[config.mk]
export PLATFORM = sky130hd
export DESIGN_NAME = unibus_dma
export DESIGN_NICKNAME = d
export VERILOG_FILES = /design/src/rtl/unibus_dma.sv
export SDC_FILE = /design/constraint.sdc
export NUM_CORES = 1
export LEC_CHECK = 0
export CAP_MARGIN = 20
export CORE_AREA = 4 4 107 109
export DETAILED_ROUTE_END_ITERATION = 10
export DIE_AREA = 0 0 111 113
export PLACE_DENSITY = 0.9
export SLEW_MARGIN = 5
export SYNTH_ARGS = -nofsm -noshare
export SYNTH_HDL_FRONTEND = slang
export SYNTH_SLANG_ARGS = --single-unit
[constraint.sdc]
create_clock -name CLOCK -period 3.8 [get_ports CLOCK]
set_input_delay 0.57 -clock CLOCK [delete_from_list [all_inputs] [get_ports CLOCK]]
set_output_delay 0.57 -clock CLOCK [all_outputs]
set_load 0.05 [all_outputs]
[src/rtl/unibus_dma.sv]
// Unibus NPR bus master: lets the ARM run single DATI/DATO/DATOB cycles.
// Arbitrates via NPR/NPG/SACK, then drives address/control/data and MSYN, and finishes the cycle against whichever slave answers.
module unibus_dma #(
    parameter int DESKEW  = 15,
    parameter int TIMEOUT = 1000
) (
    input  logic        CLOCK,
    input  logic        powerup,
    input  logic        businit,
    input  logic        armwrite,
    input  logic [2:0]  armraddr,
    input  logic [2:0]  armwaddr,
    input  logic [31:0] armwdata,
    output logic [31:0] armrdata,
    input  logic [17:0] a_in_h,
    input  logic [15:0] d_in_h,
    input  logic        ssyn_in_h,
    input  logic        pb_in_h,
    input  logic        bbsy_in_h,
    input  logic        npg_in_h,
    input  logic        sack_in_h,
    output logic [17:0] a_out_h,
    output logic [1:0]  c_out_h,
    output logic [15:0] d_out_h,
    output logic        msyn_out_h,
    output logic        npr_out_h,
    output logic        sack_out_h,
    output logic        bbsy_out_h
);

    typedef enum logic [3:0] {
        ST_IDLE    = 4'd0,
        ST_REQ     = 4'd1,
        ST_GRANT   = 4'd2,
        ST_WAITBUS = 4'd3,
        ST_ADDR    = 4'd4,
        ST_MSYN    = 4'd5,
        ST_SETTLE  = 4'd6,
        ST_ENDW    = 4'd7,
        ST_RELEASE = 4'd8
    } state_t;

    state_t      state_q, state_d;
    logic [2:0]  func_q, func_d;
    logic        flag_to_q, flag_to_d;
    logic        flag_pe_q, flag_pe_d;
    logic        flag_ab_q, flag_ab_d;
    logic [17:0] addr_q, addr_d;
    logic [15:0] data_q, data_d;
    logic [7:0]  count_q, count_d;
    logic [15:0] cnt_q, cnt_d;
    logic [17:0] a_q, a_d;
    logic [1:0]  c_q, c_d;
    logic [15:0] d_q, d_d;
    logic        msyn_q, msyn_d;
    logic        npr_q, npr_d;
    logic        sack_q, sack_d;
    logic        bbsy_q, bbsy_d;

    logic        idle_s;
    logic        wr1_s;
    logic        wr2_s;
    logic        tmo_s;
    logic        abort_s;
    logic        done_s;
    logic        unused_s;

    assign unused_s = ^{a_in_h, sack_in_h, armwdata[28:18], armwdata[31:16]};

    // Next-state, register-file update and bus drive for the single-cycle master.
    always_comb begin
        idle_s  = (state_q == ST_IDLE) && (func_q == 3'd0);
        wr1_s   = armwrite && idle_s && (armwaddr == 3'd1);
        wr2_s   = armwrite && idle_s && (armwaddr == 3'd2);
        abort_s = businit && (state_q != ST_IDLE);
        tmo_s   = 1'b0;
        done_s  = 1'b0;

        state_d   = state_q;
        func_d    = wr1_s ? armwdata[31:29] : func_q;
        addr_d    = wr1_s ? armwdata[17:0]  : addr_q;
        data_d    = wr2_s ? armwdata[15:0]  : data_q;
        flag_pe_d = wr1_s ? 1'b0 : flag_pe_q;
        count_d   = count_q;
        cnt_d     = cnt_q;
        a_d       = a_q;
        c_d       = c_q;
        d_d       = d_q;
        msyn_d    = msyn_q;
        npr_d     = npr_q;
        sack_d    = sack_q;
        bbsy_d    = bbsy_q;

        case (state_q)
            ST_IDLE: begin
                if (func_q != 3'd0) begin
                    state_d = ST_REQ;
                    npr_d   = 1'b1;
                    cnt_d   = 16'd0;
                end else begin
                    state_d = ST_IDLE;
                end
            end
            ST_REQ: begin
                if (npg_in_h) begin
                    state_d = ST_GRANT;
                    sack_d  = 1'b1;
                    npr_d   = 1'b0;
                end else if (cnt_q == 16'(TIMEOUT - 1)) begin
                    tmo_s = 1'b1;
                end else begin
                    cnt_d = cnt_q + 16'd1;
                end
            end
            ST_GRANT: begin
                state_d = npg_in_h ? ST_GRANT : ST_WAITBUS;
            end
            ST_WAITBUS: begin
                if (!bbsy_in_h && !ssyn_in_h) begin
                    state_d = ST_ADDR;
                    bbsy_d  = 1'b1;
                    sack_d  = 1'b0;
                    cnt_d   = 16'd0;
                    d_d     = (func_q == 3'd4) ? 16'd0 : data_q;
                    // Only DATOB-high forces the odd byte address; everything else is word aligned.
                    case (func_q)
                        3'd4:    begin c_d = 2'b00; a_d = {addr_q[17:1], 1'b0}; end
                        3'd3:    begin c_d = 2'b10; a_d = {addr_q[17:1], 1'b0}; end
                        3'd2:    begin c_d = 2'b11; a_d = {addr_q[17:1], 1'b1}; end
                        3'd1:    begin c_d = 2'b11; a_d = {addr_q[17:1], 1'b0}; end
                        default: begin c_d = 2'b00; a_d = {addr_q[17:1], 1'b0}; end
                    endcase
                end else begin
                    state_d = ST_WAITBUS;
                end
            end
            ST_ADDR: begin
                if (cnt_q == 16'(DESKEW - 1)) begin
                    state_d = ST_MSYN;
                    msyn_d  = 1'b1;
                    cnt_d   = 16'd0;
                end else begin
                    cnt_d = cnt_q + 16'd1;
                end
            end
            ST_MSYN: begin
                if (ssyn_in_h) begin
                    state_d = ST_SETTLE;
                    cnt_d   = 16'd0;
                end else if (cnt_q == 16'(TIMEOUT - 1)) begin
                    tmo_s = 1'b1;
                end else begin
                    cnt_d = cnt_q + 16'd1;
                end
            end
            ST_SETTLE: begin
                if (cnt_q == 16'(DESKEW - 1)) begin
                    state_d = ST_ENDW;
                    msyn_d  = 1'b0;
                    cnt_d   = 16'd0;
                    if (func_q == 3'd4) begin
                        data_d    = d_in_h;
                        flag_pe_d = flag_pe_q | pb_in_h;
                    end else begin
                        data_d    = data_q;
                    end
                end else begin
                    cnt_d = cnt_q + 16'd1;
                end
            end
            ST_ENDW: begin
                if (!ssyn_in_h) begin
                    state_d = ST_RELEASE;
                end else if (cnt_q == 16'(TIMEOUT - 1)) begin
                    tmo_s = 1'b1;
                end else begin
                    cnt_d = cnt_q + 16'd1;
                end
            end
            ST_RELEASE: begin
                done_s = 1'b1;
            end
            default: begin
                state_d = ST_IDLE;
            end
        endcase

        flag_ab_d = wr1_s ? 1'b0 : (flag_ab_q | abort_s);
        flag_to_d = wr1_s ? 1'b0 : (flag_to_q | (tmo_s & ~abort_s));

        // Abort, timeout and normal completion all leave the bus undriven and the block idle.
        if (abort_s || tmo_s || done_s) begin
            state_d = ST_IDLE;
            func_d  = 3'd0;
            cnt_d   = 16'd0;
            a_d     = 18'd0;
            c_d     = 2'b00;
            d_d     = 16'd0;
            msyn_d  = 1'b0;
            npr_d   = 1'b0;
            sack_d  = 1'b0;
            bbsy_d  = 1'b0;
            count_d = (done_s && !abort_s) ? count_q + 8'd1 : count_q;
        end else begin
            count_d = count_q;
        end
    end

    // State and register flops with synchronous power-up clear.
    always_ff @(posedge CLOCK) begin
        if (powerup) begin
            state_q   <= ST_IDLE;
            func_q    <= 3'd0;
            flag_to_q <= 1'b0;
            flag_pe_q <= 1'b0;
            flag_ab_q <= 1'b0;
            addr_q    <= 18'd0;
            data_q    <= 16'd0;
            count_q   <= 8'd0;
            cnt_q     <= 16'd0;
            a_q       <= 18'd0;
            c_q       <= 2'b00;
            d_q       <= 16'd0;
            msyn_q    <= 1'b0;
            npr_q     <= 1'b0;
            sack_q    <= 1'b0;
            bbsy_q    <= 1'b0;
        end else begin
            state_q   <= state_d;
            func_q    <= func_d;
            flag_to_q <= flag_to_d;
            flag_pe_q <= flag_pe_d;
            flag_ab_q <= flag_ab_d;
            addr_q    <= addr_d;
            data_q    <= data_d;
            count_q   <= count_d;
            cnt_q     <= cnt_d;
            a_q       <= a_d;
            c_q       <= c_d;
            d_q       <= d_d;
            msyn_q    <= msyn_d;
            npr_q     <= npr_d;
            sack_q    <= sack_d;
            bbsy_q    <= bbsy_d;
        end
    end

    // ARM register read mux.
    always_comb begin
        case (armraddr)
            3'd0:    armrdata = 32'h444D1001;
            3'd1:    armrdata = {func_q, flag_to_q, flag_pe_q, flag_ab_q, 8'd0, addr_q};
            3'd2:    armrdata = {count_q, 8'd0, data_q};
            3'd3:    armrdata = {28'd0, state_q};
            default: armrdata = 32'hDEADBEEF;
        endcase
    end

    assign a_out_h    = a_q;
    assign c_out_h    = c_q;
    assign d_out_h    = d_q;
    assign msyn_out_h = msyn_q;
    assign npr_out_h  = npr_q;
    assign sack_out_h = sack_q;
    assign bbsy_out_h = bbsy_q;

endmodule

==> results of run 1 <==
## placed cells by master, fill, tap and decap left out, types with 5 or more instances in the layout
cell / instances
o221a_1: 10
nor2b_1: 9
nand2b_1: 6
clkbuf_8: 9
nand3_1: 25
dfxtp_1: 108
a31oi_1: 10
a311oi_1: 7
clkdlybuf4s50_1: 97
buf_4: 15
o21ai_0: 16
nand2_1: 108
a211oi_1: 5
nor3_1: 13
a221o_1: 14
o221a_2: 6
a22oi_1: 7
nand4_1: 10
inv_1: 10
a41oi_1: 5
nor2_1: 64
buf_12: 21
a21oi_1: 73
## flip-flops by register name, indices dropped and copies added (netlist names), 2 cells and up
signal	flops
count_q	8
d_out_h	16
cnt_q	16
data_q	16
func_q	3
c_out_h	2
a_out_h	18
state_q	4
addr_q	18
## layer usage
layer | up-vias | routed length (um) | GRT usage [%]
li1 | 2448 | - | -
met1 | 2451 | 6380 | 30.7
met2 | 289 | 7470 | 40.4
met3 | 39 | 1400 | 5.83
met4 | 0 | 504 | 10.7
met5 | - | 0 | 0
## through the flow
step                      area [sq um]  util (%)  hold WS, ps  setup slack [ps]
after global placement            6560      61.9          443               691
after CTS                         6770      63.9          463               656
after floorplan                   5100         -          435               619
final                             6770      63.9          463               626
after detailed placement          6560      61.9          444               649
after global routing              6770      63.9          471               485
## report_power, final
part	internal [uW]	switching [uW]	leakage (uW)	total, uW
Sequential	1150	26.5	0.000872	1180
Combinational	155	222	0.00133	378
Clock	268	460	0.000106	728
Total	1570	709	0.00231	2280
## critical path, stage by stage
cell,delay (ps)
clkdlybuf4s50_1,640
nor2b_1,630
buf_4,270
a22oi_1,70
nor2_1,240
buf_12,180
## area by class of cell
cell class	count	area, sq um
Fill cell	833	3830
Multi-Input combinational cell	461	2680
Sequential cell	108	2160
Timing Repair Buffer	133	1500
Tap cell	140	175
Clock buffer	9	124
Clock inverter	7	88.8
Inverter	10	37.5
## logic make-up (layout without fill, tap and decap cells)
kind of cell	Yosys count	after routing	synth area share, %
AO/OA/AOI/OAI	166	166	22.1
XOR/XNOR	6	6	1.03
flip-flops	108	108	42.4
buffers and inverters	62	159	5.42
adder cells (fa/ha/maj)	3	3	0.736
other	1	1	0.0735
multiplexers	7	7	1.47
AND/OR/NAND/NOR	278	278	26.8
## how the worst min path moves through the flow
stage	from	endpoint	slack [ps]	depth (start not counted)
after floorplan	flag_ab_q$_SDFF_PP0_	flag_ab_q$_SDFF_PP0_	430	2
after global placement	addr_q[0]$_SDFFE_PP0P_	addr_q[0]$_SDFFE_PP0P_	440	2
after detailed placement	d_out_h[10]$_SDFFE_PP0P_	d_out_h[10]$_SDFFE_PP0P_	440	2
after CTS	d_out_h[15]$_SDFFE_PP0P_	d_out_h[15]$_SDFFE_PP0P_	460	2
after global routing	d_out_h[3]$_SDFFE_PP0P_	d_out_h[3]$_SDFFE_PP0P_	470	2
final	d_out_h[13]$_SDFFE_PP0P_	d_out_h[13]$_SDFFE_PP0P_	460	2
==> flow_metrics.tcl, run 1 <==
set metrics [dict create \
    outcome "completed" \
    grt_overflow 0 \
    setup_viol 0 \
    slew_headroom_pct 52.2 \
    first_iter_violations 548 \
    fp-row-count 38 \
    grt_start_max_net_pins 46 \
    synth-edff-count 0 \
    ys_types 60 \
    fmax_mhz 315 \
    netlist_area_sq_mm 0.00510 \
    root_buffer "clkbuf_8" \
    gp_congestion 0.909 \
    portBuffers 121 \
    cts_setup_buffers 0 \
    antenna_found_initial 0 \
    cp.arrival_ps 2600 \
    maxCapViolCount 0 \
    rr_worst_depth 5 \
    grt_use_total_pct 24.5 \
    period_minus_slack_ps 3170 \
    r2r_setup_slack_ps 1190 \
    avgRoutedWirePerCell_um 18.2 \
    syn-num-nets 715 \
    antenna_left 0 \
    ys_ff_latch 108 \
    dp.cells 852 \
    drt_first_pass_iters 6 \
    cts_tree "yes" \
    cts_hold_buf 0 \
    rsz0062_at_grt "false" \
    ys.flop_type "dfxtp_1" \
    worstSkewPairLatency_ps 390 \
    r2r-start "state_q[3]$_SDFFE_PP0P_" \
    clock_path_buffers 2 \
    required_ps 3230 \
    cp-startpoint "armraddr[0]" \
    crit_type "primary input to primary output" \
    yosysTopAreaCellShare_pct 42.4 \
    leakage_uw 0.00231 \
    cts_buffers 9 \
    io_pins 153 \
    synth-seq-area-share_pct 42.4 \
    synth-async-reset-ratio_pct 0 \
    dieWidth_um 111 \
    final_cells 868 \
    ctsHtreeMaxLevel 3 \
    synth_area_per_cell_sq_um 8.09 \
    area_delta_synth_final_pct 32.7 \
    ys_top_cells_by_area "dfxtp_1 (42%), nand2_1 (7.9%), a21oi_1 (7.2%)" \
    path_max_fanout 11 \
    p_total_uw 2280 \
    crit_path_end "armrdata[14]" \
    vias 5227 \
    slew_viol_final 0 \
    ir_drop_mv 0.250 \
    synth_area_leader_cell "dfxtp_1" \
    grt_pass1_wl_um 25500 \
    start_util_pct 48.1 \
    dp_hpwl_um 11100 \
    fin_crit_sh_pct 83.5 \
    hold_viol_final 0 \
    startpoint_type "primary input" \
    endpoint_kind "primary output" \
    cts_sinks 108 \
    finalNetCount 807 \
    ys_warn_count 0 \
    ys_top_cells_by_count "dfxtp_1 (108), nand2_1 (108), a21oi_1 (73)" \
    tns_ps 0 \
    finClkSkew_ps 20.4 \
    drc 0 \
    n_antenna_cell 0 \
    power_density_mw_per_mm2 337 \
    die_h_um 113 \
    drive_gt1_share_pct 10.2 \
    viasPerCell 6.02 \
    hold_class "register to register" \
    clkTransAtPathRegs_ps 130 \
    die_area_sq_mm 0.0125 \
    netlist_instances 631 \
    coreArea_sq_mm 0.0106 \
    grt_pass1_vias 5126 \
    routed_wl_um 15800 \
    post_cts_resized 0 \
    r2r-end "count_q[7]$_SDFFE_PP0P_" \
    worst_slew_pin_slew_ps 715 \
]
Power figures use the tool's default switching activity.
==> run 2, diff against run 1 <==
CORE_AREA = 4 4 114 116   (was 4 4 107 109)
DIE_AREA = 0 0 118 120   (was 0 0 111 113)
PLACE_DENSITY = 0.84   (was 0.9)
clock period = 2.6 ns   (was 3.8 ns; I/O delays follow)
==> flow_metrics.tcl, run 2 (synthesized netlist as in run 1, its figures left out) <==
set metrics [dict create \
    crit_path_end "armrdata[2]" \
    p_total_uw 3930 \
    n_antenna_cell 0 \
    die_area_sq_mm 0.0142 \
    switching_share_pct 26.3 \
    endpoint_kind "primary output" \
    clkTransAtPathRegs_ps 70 \
    setup_viol 0 \
    routed_wl_um 15900 \
    hold_viol_final 0 \
    p_switching_uw 1030 \
    gp_congestion 0.943 \
    ctsHtreeMaxLevel 3 \
    dp_hpwl_um 10900 \
    finClkSkew_ps 11.7 \
    startpoint_type "primary input" \
    die_h_um 120 \
    drt_first_pass_iters 5 \
    cp-startpoint "armraddr[1]" \
    antenna_left 0 \
    r2r-start "cnt_q[13]$_SDFFE_PP0P_" \
    fill_cells 978 \
    finalNetCount 822 \
    antenna_found_initial 0 \
    dp.cells 874 \
    maxCapViolCount 0 \
    power_density_mw_per_mm2 550 \
    seq_power_share_pct 43.6 \
    rsz0062_at_grt "false" \
    outcome "completed" \
    grt_start_max_net_pins 46 \
    drc 0 \
    grt_pass1_wl_um 25400 \
    cts_tree "yes" \
    fin_worst_hold_slack_ps 429 \
    vias 5164 \
    dieWidth_um 118 \
    viasPerCell 5.80 \
    path_max_fanout 7 \
    area_delta_synth_final_pct 40.0 \
    tns_ps 0 \
    drive_gt1_share_pct 13.2 \
    cts_buffers 9 \
    final_cells 890 \
    cts_sinks 108 \
    fp-row-count 40 \
    hold_class "primary input to register" \
    r2r-end "cnt_q[5]$_SDFFE_PP0P_" \
    p_comb_share_pct 15.2 \
    fin_crit_sh_pct 95.8 \
    post_cts_resized 0 \
    required_ps 2210 \
    first_iter_violations 561 \
    grt_pass1_vias 4840 \
    io_pins 153 \
    worst_slew_pin_slew_ps 720 \
    cp.arrival_ps 2100 \
    crit_type "primary input to primary output" \
    r2r_setup_slack_ps 300 \
    grt_overflow 0 \
    grt_use_total_pct 22.0 \
    ir_drop_mv 0.365 \
    portBuffers 121 \
    worstSkewPairLatency_ps 350 \
    rr_worst_depth 6 \
    leakage_uw 0.00251 \
    pwr-share-clk_pct 41.2 \
    start_util_pct 42.8 \
    root_buffer "clkbuf_16" \
    period_minus_slack_ps 2490 \
    slew_headroom_pct 52.0 \
    p_int_uw 2900 \
    clock_path_buffers 2 \
    cts_hold_buf 0 \
    final_cell_mix "nand2_1 (108), dfxtp_1 (108), clkdlybuf4s50_1 (89)" \
    slew_viol_final 0 \
    coreArea_sq_mm 0.0119 \
    cts_setup_buffers 0 \
    fmax_mhz 402 \
    avgRoutedWirePerCell_um 17.9 \
]
## run 2: changes by cell type in the layout (fill, tap and decap cells not counted), sizes merged
cell,change
clkdlybuf4s50,-8
buf,+23
inv,-1
bufinv,+3
clkinv,-2
## run 2: power groups by stage
stage | logic (uW) | clock network [uW] | registers [uW]
finish | 597 | 1620 | 1710
global route | 633 | 1700 | 1720
CTS | 594 | 1640 | 1710
detailed placement | 590 | 0 | 1750
global placement | 586 | 0 | 1750
floorplan | 321 | 0 | 1740
## run 2: worst max-delay path, cell delays in order
cell	delay, ps
clkdlybuf4s50_1	600
buf_4	220
mux2_2	340
a221o_1	370
buf_12	180
## run 2: per-layer routing
layer  wire [um]  vias up  track usage, %  share of wire [%]
met5           0        -               0                  0
met3        1230       26            5.61                7.7
met1        6860     2407            29.2                 43
met4         323        0            7.91                2.0
met2        7500      236            34.7                 47
li1            -     2495               -                  -
## run 2: how the worst min path moves through the flow
stage,startpoint,to,slack (ps),cells after the start
final,powerup,state_q[2]$_SDFFE_PP0P_,430,4
after global routing,powerup,state_q[2]$_SDFFE_PP0P_,440,4
after CTS,powerup,state_q[2]$_SDFFE_PP0P_,430,4
after detailed placement,d_out_h[4]$_SDFFE_PP0P_,d_out_h[4]$_SDFFE_PP0P_,440,2
after global placement,d_out_h[12]$_SDFFE_PP0P_,d_out_h[12]$_SDFFE_PP0P_,440,2
after floorplan,flag_ab_q$_SDFF_PP0_,flag_ab_q$_SDFF_PP0_,430,2
## run 2: per-stage QoR
step	utilization, %	setup WS [ps]	instance area [sq um]
2_1_floorplan	-	265	5110
3_3_place_gp	57.0	137	6790
3_5_place_dp	57.0	109	6790
4_1_cts	60.0	124	7150
5_1_grt	60.0	49.9	7150
6_report	60.0	109	7150
## run 2: cell type report
class	instances	area [sq um]	share of cell area (%)
multi-input cells	461	2690	37.6
flip-flops and latches	108	2160	30.3
repair buffers	148	1720	24.1
clock buffers	9	225	3.15
well taps	147	184	2.57
clock inverters	7	133	1.86
inverters	10	37.5	0.525
==> RTL change, RTL diff (flow settings as in run 2) <==
Change the parameter `DESKEW` from 15 to 7.
--- a/src/rtl/unibus_dma.sv
+++ b/src/rtl/unibus_dma.sv
@@ -2,5 +2,5 @@
 // Arbitrates via NPR/NPG/SACK, then drives address/control/data and MSYN, and finishes the cycle against whichever slave answers.
 module unibus_dma #(
-    parameter int DESKEW  = 15,
+    parameter int DESKEW  = 7,
     parameter int TIMEOUT = 1000
 ) (
Behaviour: no difference found for any inputs over 4 cycles, from zero or initial values; that may be too few to reach the edited logic, so the function may still have changed.
==> RTL change against run 2 <==
Design area down 1.3%. Core utilization is 0.79 points lower. Routed wire length shrank 0.43%. Total power is 8.0% lower. Worst setup slack improved by 0.017 ns. Sequential cell count unchanged. Synthesized area shrank 1.3%. Critical path type unchanged. Largest power group unchanged.
==> RTL change: results (changes against run 2) <==
.. list-table::
   :header-rows: 1

   * - Metric
     - Value
   * - 1st-iter DRT viols
     - 711 (+27%)
   * - Met2 Wirelength
     - 7260 microns (-3.2%)
   * - Routed met1 length
     - 6790 microns (-1.1%)
   * - Worst R2R Path Depth
     - 5 (-1)
   * - Worst max-slew margin expressed relative to the limit
     - 0.584 (+0.0636)
   * - Total Wirelength
     - 15800 microns (-0.43%)
   * - Worst min-delay path class
     - flip-flop to flip-flop
   * - Share of the synthesized area in compound gates (AO/OA/AOI/OAI)
     - 0.218 (-0.00286)
   * - DR WL met3
     - 1340 microns (+9.0%)
   * - Leading cell types by count after synthesis
     - sky130_fd_sc_hd__dfxtp_1, sky130_fd_sc_hd__nand2_1, sky130_fd_sc_hd__a21oi_1, sky130_fd_sc_hd__nor2_1, sky130_fd_sc_hd__clkbuf_1
   * - Share of the final layout cell area in multi-input gates
     - 0.371 (-0.00493)
   * - Launch instance of the worst min-delay path
     - d_out_h[3]$_SDFFE_PP0P_
   * - Xor and xnor area share after synthesis
     - 0.0139 (+0.00361)
   * - Count of plain and timing-repair buffers
     - 157 (+6.1%)
   * - Worst setup slack for register-to-register paths
     - 0.24 ns (-0.06 ns)
   * - Worst IR Drop VDD
     - 0.442 mV (+21%)
   * - Post-CTS setup repair buffer count
     - 1 (+1)
   * - Number of sequential cells
     - 108 (unchanged)
   * - Multi-input gates
     - 460 (-0.22%)
   * - Layout cell share with drive strength beyond 1
     - 0.135 (+0.00277)
   * - Final setup skew
     - 0.00949 ns (-0.00225 ns)
   * - Library cells used by synthesis
     - 59 (-1.7%)
   * - HPWL after detailed placement
     - 10900 microns (-0.39%)
   * - Setup slack after placement
     - 0.0481 ns (-0.0612 ns)
   * - Hold Path End
     - d_out_h[3]$_SDFFE_PP0P_
   * - Part of the Yosys area used for sequential elements
     - 0.429 (+0.00547)
   * - Layout buffering overhead excluding clock cells
     - 0.252 (+0.0110)
   * - Post-synthesis share of cell area spent on full adders, half adders and majority gates
     - 0.00745 (+0.0000950)
   * - Post-route setup slack
     - 0.127 ns (+0.0171 ns)
   * - Fill cells
     - 1015 (+3.8%)
   * - Static Leak
     - 2.49 nW (-0.73%)
   * - Wire length of the first global-routing pass
     - 24800 microns (-2.4%)
   * - Most area-consuming cells after synthesis
     - sky130_fd_sc_hd__dfxtp_1, sky130_fd_sc_hd__nand2_1, sky130_fd_sc_hd__a21oi_1, sky130_fd_sc_hd__nor2_1, sky130_fd_sc_hd__nand3_1
   * - Result of the run
     - completed
   * - Critical register-to-register path startpoint
     - state_q[2]$_SDFFE_PP0P_
   * - Clock-cell share of area
     - 0.0401 (-0.00998)
   * - Number of clock buffer instances in the layout
     - 10 (+1)
   * - Crit path capture
     - armrdata[29]
   * - Crit path DAT
     - 2.08 ns (-0.02 ns)
   * - Via count of the first global-routing pass
     - 4718 (-2.5%)
   * - Hold-critical path depth
     - 2 (-2)
-- RTL change: cell count changes in the layout (fill, tap and decap cells not counted), moves of 4 or more --
cell                              run 2  this run
sky130_fd_sc_hd__buf_4               27        37
sky130_fd_sc_hd__nand3_1             25        33
sky130_fd_sc_hd__a31oi_1             10         4
sky130_fd_sc_hd__a311oi_1             7         2
sky130_fd_sc_hd__a41oi_1              5         0
sky130_fd_sc_hd__or3_1                4         9
sky130_fd_sc_hd__a21oi_1             73        77
sky130_fd_sc_hd__nand2_1            108       104
sky130_fd_sc_hd__o21ai_0             16        20
sky130_fd_sc_hd__o31ai_1              0         4
-- RTL change: worst max-delay path: stages --
cell and delay [ns]:
sky130_fd_sc_hd__clkdlybuf4s50_1 0.53, sky130_fd_sc_hd__nor2b_1 0.32, sky130_fd_sc_hd__buf_4 0.27, sky130_fd_sc_hd__a22oi_1 0.09, sky130_fd_sc_hd__nor2_1 0.29, sky130_fd_sc_hd__buf_12 0.18
-- RTL change: power by group through the flow --
stage               registers, mW  clock network [mW]  logic, mW
detailed placement           1.74                   0      0.566
global route                 1.71                1.42      0.604
floorplan                    1.74                   0      0.283
CTS                          1.70                1.35      0.572
finish                       1.70                1.34      0.576
global placement             1.74                   0      0.562
-- RTL change: metrics by stage --
stage,std cells,hold slack (ns),cell area (sq um),power (mW)
2_1_floorplan,631,0.435,5040,2.02
3_3_place_gp,880,0.439,6750,2.30
3_5_place_dp,880,0.443,6750,2.31
4_1_cts,897,0.453,7050,3.63
5_1_grt,897,0.475,7050,3.73
6_report,897,0.449,7050,3.61
-- RTL change: metal layers --
layer  vias to the layer above  track usage
met5                         -            0
met4                         0       0.0872
met3                        38       0.0462
met2                       301        0.338
met1                      2376        0.286
li1                       2473            -
